<file path="src/rtl/pic_ack_controller_if.sv">
`default_nettype none
// ============================================================================
// Module      : pic_ack_controller_if
// Description : Bus bundle between the 8259A-style acknowledge controller and
//               its surrounding IRR/IMR datapath and CPU-facing logic.
// Revision    : 1.0 - initial release
// ============================================================================
interface pic_ack_controller_if;
    logic [7:0] irr_masked;
    logic       inta_pulse;
    logic       ocw2_wr;
    logic [7:0] ocw2;
    logic       aeoi;
    logic [4:0] vector_base;
    logic       int_out;
    logic [7:0] isr;
    logic [7:0] irr_clear;
    logic [7:0] data_out;
    logic       data_oe;
    logic [2:0] lowest_prio;

    // Surrounding logic: drives requests/commands, observes the controller
    modport master (
        output irr_masked, inta_pulse, ocw2_wr, ocw2, aeoi, vector_base,
        input  int_out, isr, irr_clear, data_out, data_oe, lowest_prio
    );

    // Acknowledge controller side
    modport slave (
        input  irr_masked, inta_pulse, ocw2_wr, ocw2, aeoi, vector_base,
        output int_out, isr, irr_clear, data_out, data_oe, lowest_prio
    );
endinterface
`default_nettype wire

</file>
<file path="src/rtl/pic_ack_controller.sv">
`default_nettype none
// ============================================================================
// Module      : pic_ack_controller
// Description : Interrupt-acknowledge / in-service controller for an
//               8259A-compatible PIC. Fully nested rotatable priority, two-pulse
//               INTA sequencing, ISR maintenance and OCW2 EOI/rotate commands.
//               Optional macro PIC_ROTATION_EN enables priority rotation.
// Revision    : 1.0 - initial release
// ============================================================================
module pic_ack_controller (
    input  wire                 clk,
    input  wire                 reset,
    pic_ack_controller_if.slave bus
);
    typedef enum logic [1:0] {
        S_IDLE = 2'd0,
        S_ACK1 = 2'd1,
        S_ACK2 = 2'd2
    } state_t;

    // Returns {found, level} of the highest-priority set bit; priority runs
    // upward from lp+1, so the loop walks lowest to highest and keeps the last hit.
    function automatic logic [3:0] f_pick(input logic [7:0] vec, input logic [2:0] lp);
        logic [3:0] res;
        logic [2:0] lvl;
        res = 4'b0000;
        for (int i = 8; i >= 1; i--) begin
            lvl = lp + 3'(i);
            if (vec[lvl]) res = {1'b1, lvl};
        end
        return res;
    endfunction

    function automatic logic [7:0] f_onehot(input logic [2:0] lvl);
        return 8'b0000_0001 << lvl;
    endfunction

    state_t     r_state, w_state_nxt;
    logic       r_int_out, w_int_nxt;
    logic [7:0] r_isr, w_isr_nxt;
    logic [7:0] r_irr_clear, w_irr_clear_nxt;
    logic [7:0] r_data_out, w_data_out_nxt;
    logic       r_data_oe, w_data_oe_nxt;
    logic [2:0] r_ack_level, w_ack_level_nxt;
    logic       r_ack_spurious, w_ack_spurious_nxt;
    logic [7:0] w_isr_set, w_aeoi_clr, w_eoi_clr;
    logic [2:0] w_lp;
    logic [3:0] w_req_pick, w_isr_pick;
    logic       w_req_found, w_isr_found, w_qual;
    logic [2:0] w_req_lvl, w_isr_lvl, w_req_rank, w_isr_rank;
    logic [2:0] w_cmd, w_ocw_l;
    wire        w_unused_ocw2 = &{1'b0, bus.ocw2[4:3]};

`ifdef PIC_ROTATION_EN
    logic [2:0] r_lowest_prio, w_lp_nxt, w_ocw_lp;
    logic       r_rot_aeoi, w_rot_aeoi_nxt, w_ocw_lp_wr, w_aeoi_rot;
    assign w_lp = r_lowest_prio;
`else
    assign w_lp = 3'd7;
`endif

    assign w_cmd   = bus.ocw2[7:5];
    assign w_ocw_l = bus.ocw2[2:0];

    // Arbitration: best pending request must outrank the best in-service level
    assign w_req_pick  = f_pick(bus.irr_masked, w_lp);
    assign w_isr_pick  = f_pick(r_isr, w_lp);
    assign w_req_found = w_req_pick[3];
    assign w_req_lvl   = w_req_pick[2:0];
    assign w_isr_found = w_isr_pick[3];
    assign w_isr_lvl   = w_isr_pick[2:0];
    assign w_req_rank  = w_req_lvl - w_lp - 3'd1;
    assign w_isr_rank  = w_isr_lvl - w_lp - 3'd1;
    assign w_qual      = w_req_found && (!w_isr_found || (w_req_rank < w_isr_rank));

    // INTA sequencing: next state and acknowledge-side effects
    always_comb begin
        w_state_nxt        = r_state;
        w_int_nxt          = r_int_out;
        w_isr_set          = 8'h00;
        w_aeoi_clr         = 8'h00;
        w_irr_clear_nxt    = 8'h00;
        w_data_out_nxt     = r_data_out;
        w_data_oe_nxt      = 1'b0;
        w_ack_level_nxt    = r_ack_level;
        w_ack_spurious_nxt = r_ack_spurious;
`ifdef PIC_ROTATION_EN
        w_aeoi_rot         = 1'b0;
`endif
        case (r_state)
            S_IDLE: begin
                if (w_qual) begin
                    w_state_nxt = S_ACK1;
                    w_int_nxt   = 1'b1;
                end
            end
            S_ACK1: begin
                if (bus.inta_pulse) begin
                    w_state_nxt = S_ACK2;
                    w_int_nxt   = 1'b0;
                    if (w_qual) begin
                        w_ack_level_nxt    = w_req_lvl;
                        w_ack_spurious_nxt = 1'b0;
                        w_isr_set          = f_onehot(w_req_lvl);
                        w_irr_clear_nxt    = f_onehot(w_req_lvl);
                    end else begin
                        // Request vanished before the ack: report IR7 vector
                        w_ack_level_nxt    = 3'd7;
                        w_ack_spurious_nxt = 1'b1;
                    end
                end
            end
            S_ACK2: begin
                if (bus.inta_pulse) begin
                    w_state_nxt    = S_IDLE;
                    w_data_out_nxt = {bus.vector_base, r_ack_level};
                    w_data_oe_nxt  = 1'b1;
                    if (bus.aeoi && !r_ack_spurious) begin
                        w_aeoi_clr = f_onehot(r_ack_level);
`ifdef PIC_ROTATION_EN
                        w_aeoi_rot = r_rot_aeoi;
`endif
                    end
                end
            end
            default: w_state_nxt = S_IDLE;
        endcase
    end

    // OCW2 decode against pre-edge ISR and priority pointer
    always_comb begin
        w_eoi_clr      = 8'h00;
`ifdef PIC_ROTATION_EN
        w_ocw_lp_wr    = 1'b0;
        w_ocw_lp       = r_lowest_prio;
        w_rot_aeoi_nxt = r_rot_aeoi;
`endif
        if (bus.ocw2_wr) begin
            case (w_cmd)
                3'b001: if (w_isr_found) w_eoi_clr = f_onehot(w_isr_lvl);
                3'b011: w_eoi_clr = f_onehot(w_ocw_l);
`ifdef PIC_ROTATION_EN
                3'b101: begin
                    if (w_isr_found) begin
                        w_eoi_clr   = f_onehot(w_isr_lvl);
                        w_ocw_lp_wr = 1'b1;
                        w_ocw_lp    = w_isr_lvl;
                    end
                end
                3'b111: begin
                    w_eoi_clr   = f_onehot(w_ocw_l);
                    w_ocw_lp_wr = 1'b1;
                    w_ocw_lp    = w_ocw_l;
                end
                3'b110: begin
                    w_ocw_lp_wr = 1'b1;
                    w_ocw_lp    = w_ocw_l;
                end
                3'b100: w_rot_aeoi_nxt = 1'b1;
                3'b000: w_rot_aeoi_nxt = 1'b0;
`else
                3'b101: if (w_isr_found) w_eoi_clr = f_onehot(w_isr_lvl);
                3'b111: w_eoi_clr = f_onehot(w_ocw_l);
`endif
                default: ;
            endcase
        end
    end

    // ISR set takes precedence over any clear of the same bit on one edge
    assign w_isr_nxt = (r_isr & ~w_eoi_clr & ~w_aeoi_clr) | w_isr_set;
`ifdef PIC_ROTATION_EN
    // An OCW2 rotation overrides a simultaneous AEOI rotation
    assign w_lp_nxt = w_ocw_lp_wr ? w_ocw_lp : (w_aeoi_rot ? r_ack_level : r_lowest_prio);
`endif

    // State and output registers
    always_ff @(posedge clk) begin
        if (reset) begin
            r_state        <= S_IDLE;
            r_int_out      <= 1'b0;
            r_isr          <= 8'h00;
            r_irr_clear    <= 8'h00;
            r_data_out     <= 8'h00;
            r_data_oe      <= 1'b0;
            r_ack_level    <= 3'd7;
            r_ack_spurious <= 1'b0;
`ifdef PIC_ROTATION_EN
            r_lowest_prio  <= 3'd7;
            r_rot_aeoi     <= 1'b0;
`endif
        end else begin
            r_state        <= w_state_nxt;
            r_int_out      <= w_int_nxt;
            r_isr          <= w_isr_nxt;
            r_irr_clear    <= w_irr_clear_nxt;
            r_data_out     <= w_data_out_nxt;
            r_data_oe      <= w_data_oe_nxt;
            r_ack_level    <= w_ack_level_nxt;
            r_ack_spurious <= w_ack_spurious_nxt;
`ifdef PIC_ROTATION_EN
            r_lowest_prio  <= w_lp_nxt;
            r_rot_aeoi     <= w_rot_aeoi_nxt;
`endif
        end
    end

    assign bus.int_out     = r_int_out;
    assign bus.isr         = r_isr;
    assign bus.irr_clear   = r_irr_clear;
    assign bus.data_out    = r_data_out;
    assign bus.data_oe     = r_data_oe;
    assign bus.lowest_prio = w_lp;
endmodule
`default_nettype wire

</file>
<file path="src/flat_wrapper.sv">
// flat-port wrapper written by rule: the top's interface ports become plain ports
module pic_ack_controller_flat 
  (clk, reset, bus_irr_masked, bus_inta_pulse, bus_ocw2_wr, bus_ocw2, bus_aeoi, bus_vector_base, bus_int_out, bus_isr, bus_irr_clear, bus_data_out, bus_data_oe, bus_lowest_prio);
  pic_ack_controller_if bus_i ();
  input  wire clk;
  input  wire reset;
  input wire logic [$bits(bus_i.irr_masked)-1:0] bus_irr_masked;
  input wire logic [$bits(bus_i.inta_pulse)-1:0] bus_inta_pulse;
  input wire logic [$bits(bus_i.ocw2_wr)-1:0] bus_ocw2_wr;
  input wire logic [$bits(bus_i.ocw2)-1:0] bus_ocw2;
  input wire logic [$bits(bus_i.aeoi)-1:0] bus_aeoi;
  input wire logic [$bits(bus_i.vector_base)-1:0] bus_vector_base;
  output wire logic [$bits(bus_i.int_out)-1:0] bus_int_out;
  output wire logic [$bits(bus_i.isr)-1:0] bus_isr;
  output wire logic [$bits(bus_i.irr_clear)-1:0] bus_irr_clear;
  output wire logic [$bits(bus_i.data_out)-1:0] bus_data_out;
  output wire logic [$bits(bus_i.data_oe)-1:0] bus_data_oe;
  output wire logic [$bits(bus_i.lowest_prio)-1:0] bus_lowest_prio;
  assign bus_i.irr_masked = bus_irr_masked;
  assign bus_i.inta_pulse = bus_inta_pulse;
  assign bus_i.ocw2_wr = bus_ocw2_wr;
  assign bus_i.ocw2 = bus_ocw2;
  assign bus_i.aeoi = bus_aeoi;
  assign bus_i.vector_base = bus_vector_base;
  assign bus_int_out = bus_i.int_out;
  assign bus_isr = bus_i.isr;
  assign bus_irr_clear = bus_i.irr_clear;
  assign bus_data_out = bus_i.data_out;
  assign bus_data_oe = bus_i.data_oe;
  assign bus_lowest_prio = bus_i.lowest_prio;
  pic_ack_controller u_core (.clk(clk), .reset(reset), .bus(bus_i));
endmodule
</file>
<file path="config.mk">
export PLATFORM = sky130hd
export DESIGN_NAME = pic_ack_controller_flat
export DESIGN_NICKNAME = d
export VERILOG_FILES = /design/src/rtl/pic_ack_controller_if.sv /design/src/rtl/pic_ack_controller.sv /design/src/flat_wrapper.sv
export SDC_FILE = /design/constraint.sdc
export NUM_CORES = 1
export LEC_CHECK = 0
export BUFFER_PORTS_ARGS = -buffer_cell sky130_fd_sc_hd__buf_2
export CAP_MARGIN = 10
export CORE_ASPECT_RATIO = 1.1
export CORE_MARGIN = 2
export CORE_UTILIZATION = 47
export CTS_BUF_LIST = sky130_fd_sc_hd__clkbuf_2
export DETAILED_ROUTE_END_ITERATION = 10
export PLACE_DENSITY_LB_ADDON = 0.25
export SKIP_CTS_REPAIR_TIMING = 1
export SYNTH_ARGS = -nofsm -noshare
export SYNTH_HDL_FRONTEND = slang
export SYNTH_SLANG_ARGS = --single-unit
</file>
<file path="constraint.sdc">
create_clock -name clk -period 2.75 [get_ports clk]
set_clock_uncertainty 0.15 [all_clocks]
set_input_delay 0.55 -clock clk [delete_from_list [all_inputs] [get_ports clk]]
set_output_delay 0.55 -clock clk [all_outputs]
set_load 0.05 [all_outputs]
</file>
## Word-level counts from Yosys, hierarchy flattened

Cells that the tools add are included.

| storage, ports and cells | value |
|---|---|
| logic and storage cells | 81 |
| memories | 0 |
| register bits after elaboration | 32 |
| latch bits | 0 |
| bits in writable memories | 0 |
| output and inout bits | 29 |
| memory bits (read-only) | 0 |

| operators by class | value |
|---|---|
| order comparisons | 1 |
| bitwise gates (word level) | 6 |
| reduce and logical (&&, ||, !) cells | 14 |
| multipliers | 0 |
| equality and inequality tests | 9 |
| div/mod/pow operators | 0 |
| mux-type cells | 35 |
| add/subtract/negate cells | 4 |
| shift-type cells | 4 |

Operator list:

| cell | number |
|---|---|
| 4-bit two-way mux | 16 |
| 8-bit two-way mux | 8 |
| 1-bit by 3-bit left shift with 8-bit output, first input constant | 4 |
| 8-bit AND | 2 |
| 8-bit NOT | 2 |
| 8-bit case mux with 2 select lines | 1 |
| 8-bit bitwise OR | 1 |
| 3-bit equality test, second input constant | 2 |
| 2-bit two-way mux | 3 |
| 2-bit case mux with 3 select lines | 1 |
| 3-bit AND reduction | 2 |
| 2-bit OR reduction | 3 |
| 3-bit by 1-bit subtractor with 3-bit output, second input constant | 2 |
| 3-bit subtractor, second input constant | 2 |
| 1-bit two-way mux | 4 |
| 2-bit != test, second input constant | 2 |
| 2-bit AND reduction | 2 |
| 3-bit by 1-bit equality test with 1-bit output, second input constant | 1 |
| 3-bit by 2-bit equality test with 1-bit output, second input constant | 1 |
| 3-bit < comparator | 1 |
| 3-bit two-way mux | 1 |
| 2-bit by 1-bit equality test with 1-bit output, second input constant | 1 |
| 2-bit equality test, second input constant | 1 |
| 1-bit logical AND | 2 |
| 7 further kinds | 8 |

## Depth between registers and ports, before layout

| logic depth | value |
|---|---|
| depth in word-level cells | 17 |
| depth in mapped cells | 10 |

## Least setup slack after synthesis

OpenSTA, ideal clock, no wires.

| path | value |
|---|---|
| path kind | in2reg |
| from | input port bus_irr_masked[4] |
| to | register u_core.r_int_out (netlist: u_core.bus.int_out) |
| path slack | 98 ps |
| cell stages on the path | 8 |
| path buffers | 0 |
| data arrival time | 2,433 ps |
| setup time | 69 ps |
| path through | o41ai_1 inv_1 ha_1 a21oi_1 a31oi_1 a31o_1 or4_1 o21ai_1 |

| on the way | value |
|---|---|
| cells in the longest elaborated chain, start to end | 12 |

RTL lines:

| element | RTL line | RTL |
|---|---|---|
| from (decl) | flat_wrapper.sv:7 | `input wire logic [$bits(bus_i.irr_masked)-1:0] bus_irr_masked;` |
| 4-bit two-way mux * (5 in a row) | pic_ack_controller.sv:29 | `if (vec[lvl]) res = {1'b1, lvl};` |
| 3-bit subtractor | pic_ack_controller.sv:72 | `assign w_req_rank = w_req_lvl - w_lp - 3'd1;` |
| 3-bit by 1-bit subtractor with 3-bit output | pic_ack_controller.sv:72 |  |
| 3-bit < comparator | pic_ack_controller.sv:74 | `assign w_qual = w_req_found && (!w_isr_found \|\| (w_req_rank < w_isr_rank));` |
| 1-bit logical OR | pic_ack_controller.sv:74 |  |
| 1-bit logical AND * | pic_ack_controller.sv:74 |  |
| 2-bit by 1-bit != test with 1-bit output (no line) * | -- |  |
| 3-bit AND reduction (no line) * | -- |  |
| to (signal assigned) | pic_ack_controller.sv:194 | `r_int_out <= w_int_nxt;` |
| to (decl) | pic_ack_controller.sv:39 | `logic r_int_out, w_int_nxt;` |

Every way passes the cells marked *; elsewhere a longest branch is shown, timed or not.
A chain may end at the register's enable or synchronous reset.

## Worst setup path after layout

| path | value |
|---|---|
| from | register u_core.r_isr[7] (netlist: u_core.bus.isr[7]) |
| to | register u_core.r_int_out (netlist: u_core.bus.int_out) |

| on the way | value |
|---|---|
| cells in the longest elaborated chain, start to end | 15 |

RTL lines:

| element | RTL line | RTL |
|---|---|---|
| from (decl) | pic_ack_controller.sv:40 | `logic [7:0] r_isr, w_isr_nxt;` |
| from (signal assigned) | pic_ack_controller.sv:195 | `r_isr <= w_isr_nxt;` |
| 4-bit two-way mux * (8 in a row) | pic_ack_controller.sv:29 |  |
| 3-bit subtractor | pic_ack_controller.sv:73 | `assign w_isr_rank = w_isr_lvl - w_lp - 3'd1;` |
| 3-bit by 1-bit subtractor with 3-bit output | pic_ack_controller.sv:73 |  |
| 3-bit < comparator | pic_ack_controller.sv:74 |  |
| 1-bit logical OR * | pic_ack_controller.sv:74 |  |
| 1-bit logical AND * | pic_ack_controller.sv:74 |  |
| 2-bit by 1-bit != test with 1-bit output (no line) * | -- |  |
| 3-bit AND reduction (no line) * | -- |  |

Marked as above.

==> run summary <==
Number of antenna cells inserted: 0. Sequential group share of total power: 0.466. Static timing analysis puts the maximum clock frequency at 0.398 GHz. Averaged over all synthesized cells, the footprint is 8.00 um2. The die is 66.5 um tall.

The worst setup path is launched from a flop. The cell area power density came out at 536 nW/um2. The tools report the number of clock sinks seen by CTS as 32. The clock-pin slew reported for the worst setup and hold paths after clock tree synthesis is 180 ps.

By area the synthesized netlist is led by sky130_fd_sc_hd__dfxtp_1 (38%), sky130_fd_sc_hd__a21oi_1 (5.4%), sky130_fd_sc_hd__nand3_1 (5.4%), sky130_fd_sc_hd__nor2_1 (5.2%), sky130_fd_sc_hd__nand2_1 (4.5%). Classification of the worst-slack hold path: in -> reg. During synthesis, Yosys emitted a total of 0 warnings. TritonCTS built the clock tree.

The leakage power is 0.897 nW. The clock network fraction of total power is 0.286. The weighted congestion reported at the end of routability-driven placement is 0.972.

Setup repair after global routing left no endpoint under its margin. In this run the worst setup path begins at u_core.bus.isr[7]. For the HPWL after detailed placement, the log shows 3130 um.

The count of buffers from port buffering is 48, and the data required time of the worst path is 2930 ps. For the number of nets with antenna violations after detailed routing, the log shows 0. The run gives 1499 as the via count of the first global-routing pass.

The fraction of registers with async set or reset after synthesis is 0, and the number of antenna violations at the first check in global routing is 0. By instance count, the leading cell after synthesis is sky130_fd_sc_hd__dfxtp_1. In the synthesized netlist the dominant register cell turns out to be sky130_fd_sc_hd__dfxtp_1. The share of the synthesized area in the top cell type was 0.383. After filler insertion, the fill cell instance count of the layout stands at 332. The signal on the critical path passes through nor2_1, o31ai_1, nand2_1, ha_1, a21oi_1, a31oi_1, a31o_1, or4_1, o21ai_1. Portion of the clock cycle consumed by the worst path in the final layout: 0.913. The total via count after detailed routing is 1807. The worst stage delay on the critical path is 470 ps. The pin count of the biggest net entering global routing is 22.

Using the TritonRoute via totals, the vias-per-cell ratio works out to 5.65. The logs give 0.623 for the remaining max-slew budget at the tightest pin and 2690 ps for the signal arrival time at the worst endpoint. The global-route wire length before repair came out at 6810 um. After floorplanning, the core was divided into 22 placement rows. The logs give 0.000250 V for the highest ir drop seen on vdd and 2 for the clock tree buffer depth. After synthesis the netlist holds a flip-flop and latch count of 32. The layout-stage area growth over the synthesis result is 25.6%, and the wire length after detailed routing is 4140 um. The slew at the pin with the worst max-slew slack is 562 ps. The combinational fraction of design power was 0.247.

The tools report the clock root buffer master as sky130_fd_sc_hd__clkbuf_2. The largest area contributor in the netlist is sky130_fd_sc_hd__dfxtp_1. The die covers 4050 um2. Summing every instance area after synthesis gives 1670 um2. The initial detailed-routing violation count is 108, and the worst-path maximum fanout is 5. The final layout contains 299 nets. By startpoint and endpoint, the worst setup path is classified as reg -> reg. By count the netlist is led by sky130_fd_sc_hd__dfxtp_1 (32), sky130_fd_sc_hd__nor2_1 (23), sky130_fd_sc_hd__nand2_1 (20).

The largest individual stage delay along the critical path comes from the cell sky130_fd_sc_hd__dfxtp_1. The origin of the critical flop-to-flop path is u_core.bus.isr[7]. The design draws 1.12 mW. The logs give 0 for the total of max-cap violations and 0.741 mW for the cell-internal power. The total cell area at the placement stage is 2030 um2, and the count of different cell masters after synthesis is 49. The cell count after synthesis came out at 209.

The die is 60.9 um wide. The hold violation total from the final report was 0. The layout cell share with drive strength beyond 1 came out at 0.279. For the overall fraction of global-route tracks in use, the log shows 0.223. The startpoint of the tightest hold check path is bus_vector_base[4]. Before antenna repair, the detailed router went through 4 iterations. After detailed routing, the number of remaining DRC violations is 0.

The number of endpoints failing setup at the final stage is 0. Number of synthesized flops with an enable pin: 0. 55 I/O pins were placed. The logs give 0.383 mW for the switching power total and 3360 um2 for the placeable core area. The logs give 5 for the TritonCTS buffer count and 2100 um2 for the final design instance area without fill.

The flow ran to the end, and the final reports show no timing, DRC or antenna violations. The time the final worst path needs with I/O delays and setup was 2510 ps; the switching portion of total power was 0.341. The clock tree synthesis step divided the H-tree into 2 levels. The starting utilization of the core area was 0.498; the max-slew violation count was 0.

The worst setup path is captured at a flop. The clock latency of the later-clocked register in the worst-skew pair was 390 ps. After detailed routing, the average wire length per cell comes to 13.0 um. The run gives 0 as the total congestion overflow after global routing. The tools report the part of the Yosys area used for sequential elements as 0.383.
[cell type report]
type / instances / area [um2] / area share
Inverter: 6 / 22.5 / 0.0107
Multi-Input combinational cell: 165 / 973 / 0.464
Sequential cell: 32 / 641 / 0.305
Tap cell: 48 / 60.1 / 0.0286
Clock inverter: 2 / 35.0 / 0.0167
Timing Repair Buffer: 61 / 338 / 0.161
Clock buffer: 6 / 30.0 / 0.0143
[critical path: cells and delay by family (launching register included)]
kind | cells | cell delay [ps]
AOI/OAI and AO/OA | 5 | 1010
adders and majority gates | 1 | 210
DFF | 1 | 470
and+or+nand+nor | 3 | 600
[flip-flops by register name, indices dropped and copies added, names as in the netlist]
signal	cells
u_core.bus.int_out	1
u_core.bus.irr_clear	8
u_core.bus.isr	8
u_core.r_ack_level	3
u_core.r_ack_spurious	1
u_core.bus.data_out	8
u_core.r_state	2
u_core.bus.data_oe	1
[power groups by stage]
stage	sequential [mW]	clock, mW	combinational, mW
2_1_floorplan	0.582	0	0.140
3_3_place_gp	0.534	0	0.274
3_5_place_dp	0.535	0	0.276
4_1_cts	0.524	0.328	0.278
5_1_grt	0.531	0.356	0.305
6_report	0.525	0.322	0.278
[per-layer routing]
metal,vias to the layer above,global-route usage,routed length [um]
li1,909,-,-
met1,821,0.298,1840
met2,71,0.344,1930
met3,6,0.0466,305
met4,0,0.0870,65
met5,-,0,0
[stage by stage]
step	hold WS (ps)	std cells	setup WS, ps	setup TNS (ps)	util
floorplan	328	211	98.2	0	-
global placement	289	312	-35.1	-61.0	0.606
detailed placement	293	312	-41.5	-77.4	0.606
CTS	237	320	257	0	0.625
global route	213	320	32.0	0	0.625
finish	252	320	240	0	0.625
[final timing paths]
path	to	slack [ps]	depth (start not counted)
max reg2reg	u_core.bus.int_out	240	9
min	u_core.bus.data_out[7]	250	3
min reg2reg	u_core.bus.data_out[6]	310	2
max	u_core.bus.int_out	240	9
[cell families after synthesis]
| logic type | Yosys count | share of synthesized area |
|---|---|---|
| adder cells (fa/ha/maj) | 2 | 0.0150 |
| AO/OA/AOI/OAI | 60 | 0.243 |
| flip-flops | 32 | 0.383 |
| buffers and inverters | 14 | 0.0389 |
| other | 1 | 0.00224 |
| AND/OR/NAND/NOR | 100 | 0.318 |
[cell usage in the layout, fill, tap and decap left out, drive strengths merged, types with 7 or more instances in the layout]
cell type	netlist	routed
a21oi	18	18
buf	5	61
nor3	7	7
nand3	18	18
o21ai	9	9
dfxtp	32	32
nand2	20	20
nor2	23	23
Note: power is estimated with default switching activity, not from simulation.
